## config.mk

```make
export PLATFORM = sky130hd
export DESIGN_NAME = ex_stage
export DESIGN_NICKNAME = d
export VERILOG_FILES = /design/src/rtl/ex_stage_pkg.sv /design/src/rtl/ex_stage_alu_core.sv /design/src/rtl/ex_stage.sv
export SDC_FILE = /design/constraint.sdc
export NUM_CORES = 1
export LEC_CHECK = 0
export BUFFER_PORTS_ARGS = -buffer_cell sky130_fd_sc_hd__buf_2
export CAP_MARGIN = 20
export CORE_UTILIZATION = 35
export DETAILED_ROUTE_END_ITERATION = 16
export GPL_ROUTABILITY_DRIVEN = 1
export HOLD_SLACK_MARGIN = 0.06
export PLACE_DENSITY = 0.65
export RECOVER_POWER = 50
export REMOVE_ABC_BUFFERS = 1
export SYNTH_ARGS = -nofsm -noshare
export SYNTH_HDL_FRONTEND = slang
export SYNTH_HIERARCHICAL = 1
export SYNTH_SLANG_ARGS = --single-unit
```

## constraint.sdc

```tcl
create_clock -name clk -period 9.15 [get_ports clk]
set_input_delay 0.915 -clock clk [delete_from_list [all_inputs] [get_ports clk]]
set_output_delay 0.915 -clock clk [all_outputs]
set_load 0.1 [all_outputs]
```

## src/rtl/ex_stage_pkg.sv

```systemverilog
// Shared ALU operation encodings and datapath widths, used by the ALU control
// decoder and the execute stage.
package ex_stage_pkg;

    localparam int W  = 32;
    localparam int RW = 5;

    localparam logic [3:0] ALU_AND  = 4'd0;
    localparam logic [3:0] ALU_OR   = 4'd1;
    localparam logic [3:0] ALU_ADD  = 4'd2;
    localparam logic [3:0] ALU_ADDU = 4'd3;
    localparam logic [3:0] ALU_XOR  = 4'd4;
    localparam logic [3:0] ALU_NOR  = 4'd5;
    localparam logic [3:0] ALU_SUB  = 4'd6;
    localparam logic [3:0] ALU_SUBU = 4'd7;
    localparam logic [3:0] ALU_SLT  = 4'd8;
    localparam logic [3:0] ALU_SLTU = 4'd9;
    localparam logic [3:0] ALU_SLL  = 4'd10;
    localparam logic [3:0] ALU_SRL  = 4'd11;
    localparam logic [3:0] ALU_SRA  = 4'd12;

endpackage

```

## src/rtl/ex_stage_alu_core.sv

```systemverilog
// Combinational ALU. Signed-overflow detection exists only when
// ALU_OVF_TRAP_EN is defined; otherwise ovf_raw is tied low.
module alu_core #(
    parameter int W = ex_stage_pkg::W
) (
    input  logic [3:0]   aluc,
    input  logic [W-1:0] a,
    input  logic [W-1:0] b,
    input  logic [4:0]   sa,
    output logic [W-1:0] y,
    output logic         ovf_raw
);
    import ex_stage_pkg::*;

    logic [W-1:0] add_s;
    logic [W-1:0] sub_s;

    assign add_s = a + b;
    assign sub_s = a - b;

    // Result selection by operation code
    always_comb begin
        y = {W{1'b0}};
        case (aluc)
            ALU_ADD, ALU_ADDU: y = add_s;
            ALU_SUB, ALU_SUBU: y = sub_s;
            ALU_AND:           y = a & b;
            ALU_OR:            y = a | b;
            ALU_XOR:           y = a ^ b;
            ALU_NOR:           y = ~(a | b);
            ALU_SLT:           y = {{(W-1){1'b0}}, ($signed(a) < $signed(b))};
            ALU_SLTU:          y = {{(W-1){1'b0}}, (a < b)};
            ALU_SLL:           y = b << sa;
            ALU_SRL:           y = b >> sa;
            ALU_SRA:           y = $signed(b) >>> sa;
            default:           y = {W{1'b0}};
        endcase
    end

`ifdef ALU_OVF_TRAP_EN
    // Signed overflow: only the trapping ADD/SUB forms can flag
    always_comb begin
        ovf_raw = 1'b0;
        case (aluc)
            ALU_ADD: ovf_raw = (a[W-1] == b[W-1]) && (add_s[W-1] != a[W-1]);
            ALU_SUB: ovf_raw = (a[W-1] != b[W-1]) && (sub_s[W-1] != a[W-1]);
            default: ovf_raw = 1'b0;
        endcase
    end
`else
    assign ovf_raw = 1'b0;
`endif

endmodule

```

## src/rtl/ex_stage.sv

```systemverilog
// Execute stage: shift-amount select, ALU, trap gating and the EX/MEM register.
// Optional signed-overflow trap enabled by defining ALU_OVF_TRAP_EN.
module ex_stage #(
    parameter int W  = ex_stage_pkg::W,
    parameter int RW = ex_stage_pkg::RW
) (
    input  logic          clk,
    input  logic          rst_n,
    input  logic          in_valid,
    input  logic [3:0]    aluc,
    input  logic [W-1:0]  a,
    input  logic [W-1:0]  b,
    input  logic [4:0]    shamt,
    input  logic          use_shamt,
    input  logic [RW-1:0] rd,
    input  logic          wreg,
    input  logic          stall,
    input  logic          flush,
    output logic          out_valid,
    output logic [W-1:0]  result,
    output logic [RW-1:0] out_rd,
    output logic          out_wreg,
    output logic          zero,
    output logic          ovf
);
    import ex_stage_pkg::*;

    logic [4:0]   sa_s;
    logic [W-1:0] y_s;
    logic         ovf_raw_s;
    logic         trap_s;

    assign sa_s = use_shamt ? shamt : a[4:0];

    alu_core #(.W(W)) u_alu_core (
        .aluc    (aluc),
        .a       (a),
        .b       (b),
        .sa      (sa_s),
        .y       (y_s),
        .ovf_raw (ovf_raw_s)
    );

    // A bubble never traps, so overflow is qualified by the slot being real
    assign trap_s = ovf_raw_s & in_valid;

    // EX/MEM register: reset, then flush, then stall, then load
    always_ff @(posedge clk) begin
        if (!rst_n) begin
            out_valid <= 1'b0;
            result    <= {W{1'b0}};
            out_rd    <= {RW{1'b0}};
            out_wreg  <= 1'b0;
            zero      <= 1'b0;
            ovf       <= 1'b0;
        end else if (flush) begin
            out_valid <= 1'b0;
            result    <= {W{1'b0}};
            out_rd    <= {RW{1'b0}};
            out_wreg  <= 1'b0;
            zero      <= 1'b1;
            ovf       <= 1'b0;
        end else if (stall) begin
            out_valid <= out_valid;
            result    <= result;
            out_rd    <= out_rd;
            out_wreg  <= out_wreg;
            zero      <= zero;
            ovf       <= ovf;
        end else begin
            out_valid <= in_valid;
            result    <= y_s;
            out_rd    <= rd;
            out_wreg  <= wreg & in_valid & ~trap_s;
            zero      <= (y_s == {W{1'b0}});
            ovf       <= trap_s;
        end
    end

endmodule

```

==> metrics.md <==
| Metric | Value |
|---|---|
| Status | `complete, but fails checks` |
| Failing checks | `capacitance limit, slew limit` |
| Dominant synthesized flop cell | `dfxtp_1` |
| Longest Clk Path Bufs | `2` |
| Clk_skew | `0 ns` |
| Setup slack after layout | `3.590 ns` |
| Max Cap Viol | `1` |
| Fin. Hold Viols | `0` |
| Actual slew at the worst max-slew pin | `2.887 ns` |
| Full die area | `29,960 um^2` |
| Vert. Die Dim | `173.1 um` |
| HPWL after DPL | `34.53 mm` |
| Ys async rst share | `0` |
| CP max stage cell | `mux2_2` |
| Num ports | `~130` |
| CP Buf/Inv Count | `2` |
| Routed vias/inst | `6.442` |
| Post-synthesis compound-gate area fraction | `0.3341` |
| Clk_lat worst skew | `0.29 ns` |
| Final Setup Violations | `0` |
| XOR/XNOR Fraction of Synth Area | `0.003420` |
| Nets | `1,666` |
| Rel. slew slack | `-0.9249` |
| Antenna Diode Count | `0` |
| Initial antenna violation count | `0` |
| CP endpoint kind | `flip-flop` |
| Die Wd | `173.1 um` |
| Critical path class | `in -> reg` |
| Worst hold slack | `0.4851 ns` |
| Main combinational cell family by area after synthesis | `compound AO/OA/AOI/OAI gates` |
| Cts bufs inserted | `5` |
| Startpoint types | `primary input` |
| DRT Pass-1 Iters | `6` |
| Top-area cell type share of the netlist area | `0.1173` |
| Critical Path AT | `~5.8 ns` |
| Placer Congestion | `1.017` |
| Critical Path Max Stage Delay | `0.78 ns` |
| First-pass GRT wire length | `about 68 mm` |
| # H-tree levels | `2` |
| PwrDens | `101.0 nW/um^2` |
| Cell mode on critical path | `o22ai_1` |
| Fillers | `3,116` |
| Clock-pin slew on the worst setup and hold paths | `0.06 ns` |
| Delay-heaviest family, CP | `compound AO/OA/AOI/OAI gates` |
| Starting Density | `0.3559` |
| Row count | `62` |
| Syn Area/Cell | `7.074 um^2` |
| FF+latch count, synth | `41` |
| Post-synthesis mux area share | `0.1836` |
| WL/cell | `24.22 um` |
| Largest net degree at the start of global routing | `79` |
| CTS tree | `done` |
| Fin area | `11,140 um^2` |
| CP Cell Sequence | `buf_2, mux2_2, buf_4, mux4_2, o21ai_0, o22ai_1, o22ai_1, o2111ai_1, a311oi_1, a21boi_0, o32ai_1, nor4_1, nand2_1, o31ai_2` |
| WP data required | `9.36 ns` |
| Post-Place Worst Slack | `3.429 ns` |
| Count leader, synth | `nor2_1` |
| Mapped Cells | `roughly 1,400` |
| Leak | `between 4 and 5 nW` |
| Vias in the first global route | `11,150` |
| Placed cells | `1,860` |
| Layout cells sized above 1 | `0.1294` |
| Clock sinks | `41` |
| Ys Warns | `6` |
| Post-CTS Setup Bufs | `0` |
| F_max | `179.9 MHz` |
| R2R Setup Slk | `between 8 and 9 ns` |
| Routed Antenna Nets | `0` |
| Post-layout min period | `5.560 ns` |
| Final period util | `0.6077` |
| Post-synth EDFFs | `0` |
| Most instantiated cells after synthesis | `nor2_1 (188), nand2_1 (119), a21oi_1 (118), o21ai_0 (107), mux2i_1 (99)` |
| Largest cells by area after synthesis | `ha_1 (12%), mux2i_1 (9.7%), dfxtp_1 (8.0%)` |
| Post-cts resize count | `0` |
| Port buffer count | `125` |
| Vias | `12,030` |
| RSZ-0062 raised after global routing | `no` |
| Synth Area in Simple Gates | `0.1931` |
| Core Region | `around 29,000 um^2` |
| DR iter-0 viols | `1,718` |
| Post-DP Area | `11,040 um^2` |
| Hold Crit Class | `reg -> reg` |
| Critical-path maximum fanout | `37` |
| CTS Hold Bufs | `0` |
| Layout area overhead | `8.734%` |
| Sum of negative setup slack | `0 ns` |
| Remaining Overflow, GRT | `0` |
| Worst vdd ir | `0.07655 mV` |
| Synthesized area | `10,240 um^2` |
| Remaining DRCs | `0` |
| Cell Count, Final, Fillers Out | `around 1,900` |
| Dominant cell type by area after synthesis | `ha_1` |
| Root buf cell | `clkbuf_16` |
| Adder-Cell Fraction of Synth Area | `0.1212` |
| GRT Resource Usage Total | `0.2923` |
| Max Slew Vio Count | `44` |
| Netlist cell types | `82` |
| Final WL | `45.25 mm` |
| Sequential-to-total area share from yosys stat | `0.08013` |
==> area by class of cell <==
| class | count | area [um^2] | share of cell area |
|---|---|---|---|
| clock buffer | 6 | 128.9 | 0.01157 |
| timing repair buffer | 145 | 730.7 | 0.06560 |
| inverter | 97 | 364.1 | 0.03269 |
| multi-input combinational | 1193 | 8598 | 0.7720 |
| tap | 384 | 480.5 | 0.04314 |
| sequential | 41 | 820.8 | 0.07369 |
| clock inverter | 2 | 15.01 | 0.001348 |
==> state kept, by name (all words and copies together), names as in the netlist <==
signal and cells:
out_valid 1, ovf 1, zero 1, out_wreg 1, result 32, out_rd 5
==> kinds of logic (layout without fill, tap and decap cells) <==
group,count (synthesis),in the layout
xor+xnor,4,4
flops,41,41
buf+inv,214,250
other cells,1,1
compound gates,502,502
fa+ha+maj,98,98
simple gates,442,442
mux,146,146
==> layer usage <==
layer  track usage  part of all wire  vias to the layer above  wire length (um)
li1              -                 -                     5451                 -
met1        0.3960              0.42                     5745             18860
met2        0.4671              0.44                      725             19970
met3       0.04485              0.10                      112              4520
met4        0.1073             0.042                        0              1908
met5             0                 0                        -                 0
==> metrics by stage <==
stage	util	total power, mW
finish	0.3870	1.125
global route	0.3870	1.181
CTS	0.3886	1.108
detailed placement	0.3836	0.9313
global placement	0.3836	0.9275
floorplan	-	0.6910
==> worst register-to-register path, stage by stage (launching register included) <==
cell	delay [ns]
dfxtp_1	0.31
a21o_1	0.17
nand2_1	0.09
o31ai_2	0.06
==> layout by cell type (no fill, tap or decap), drive strengths merged, types with 4 or more instances in the layout <==
cell | Yosys | routed
a31oi | 10 | 10
o31ai | 15 | 15
inv | 97 | 97
o2111ai | 12 | 12
mux2i | 99 | 99
and2 | 7 | 7
nand4 | 10 | 10
nor2 | 188 | 188
nand2b | 7 | 7
a41oi | 5 | 5
nor2b | 11 | 11
a311oi | 6 | 6
o21a | 5 | 5
nor4 | 19 | 19
mux4 | 32 | 32
nand3 | 18 | 18
o211ai | 29 | 29
nand2 | 119 | 119
o21bai | 17 | 17
a221oi | 32 | 32
mux2 | 15 | 15
or3 | 11 | 11
dfxtp | 41 | 41
clkbuf | 78 | 40
nor3 | 27 | 27
a21oi | 119 | 119
o22ai | 13 | 13
ha | 96 | 96
o221ai | 14 | 14
and3 | 10 | 10
o21ai | 110 | 110
buf | 39 | 111
a211o | 4 | 4
a21o | 28 | 28
a211oi | 24 | 24
a221o | 12 | 12
a22oi | 13 | 13
==> report_power, final <==
group / internal [mW] / switching (mW) / total (mW) / leakage (nW)
registers: 0.186 / 0.00402 / 0.190 / 0.334
clock network: 0.101 / 0.0715 / 0.173 / 0.0631
logic: 0.246 / 0.516 / 0.762 / 4.40
==> path summary, 6_finish.rpt <==
path                                       startpoint  cells past startpoint                     to
worst max-delay path                        use_shamt                     14      zero$_SDFFE_PN0P_
worst min-delay path            out_wreg$_SDFFE_PP0N_                      2  out_wreg$_SDFFE_PP0N_
worst max register to register      zero$_SDFFE_PN0P_                      3      zero$_SDFFE_PN0P_
worst min register to register  out_wreg$_SDFFE_PP0N_                      2  out_wreg$_SDFFE_PP0N_
No activity file was read; power rests on OpenSTA's default activity.
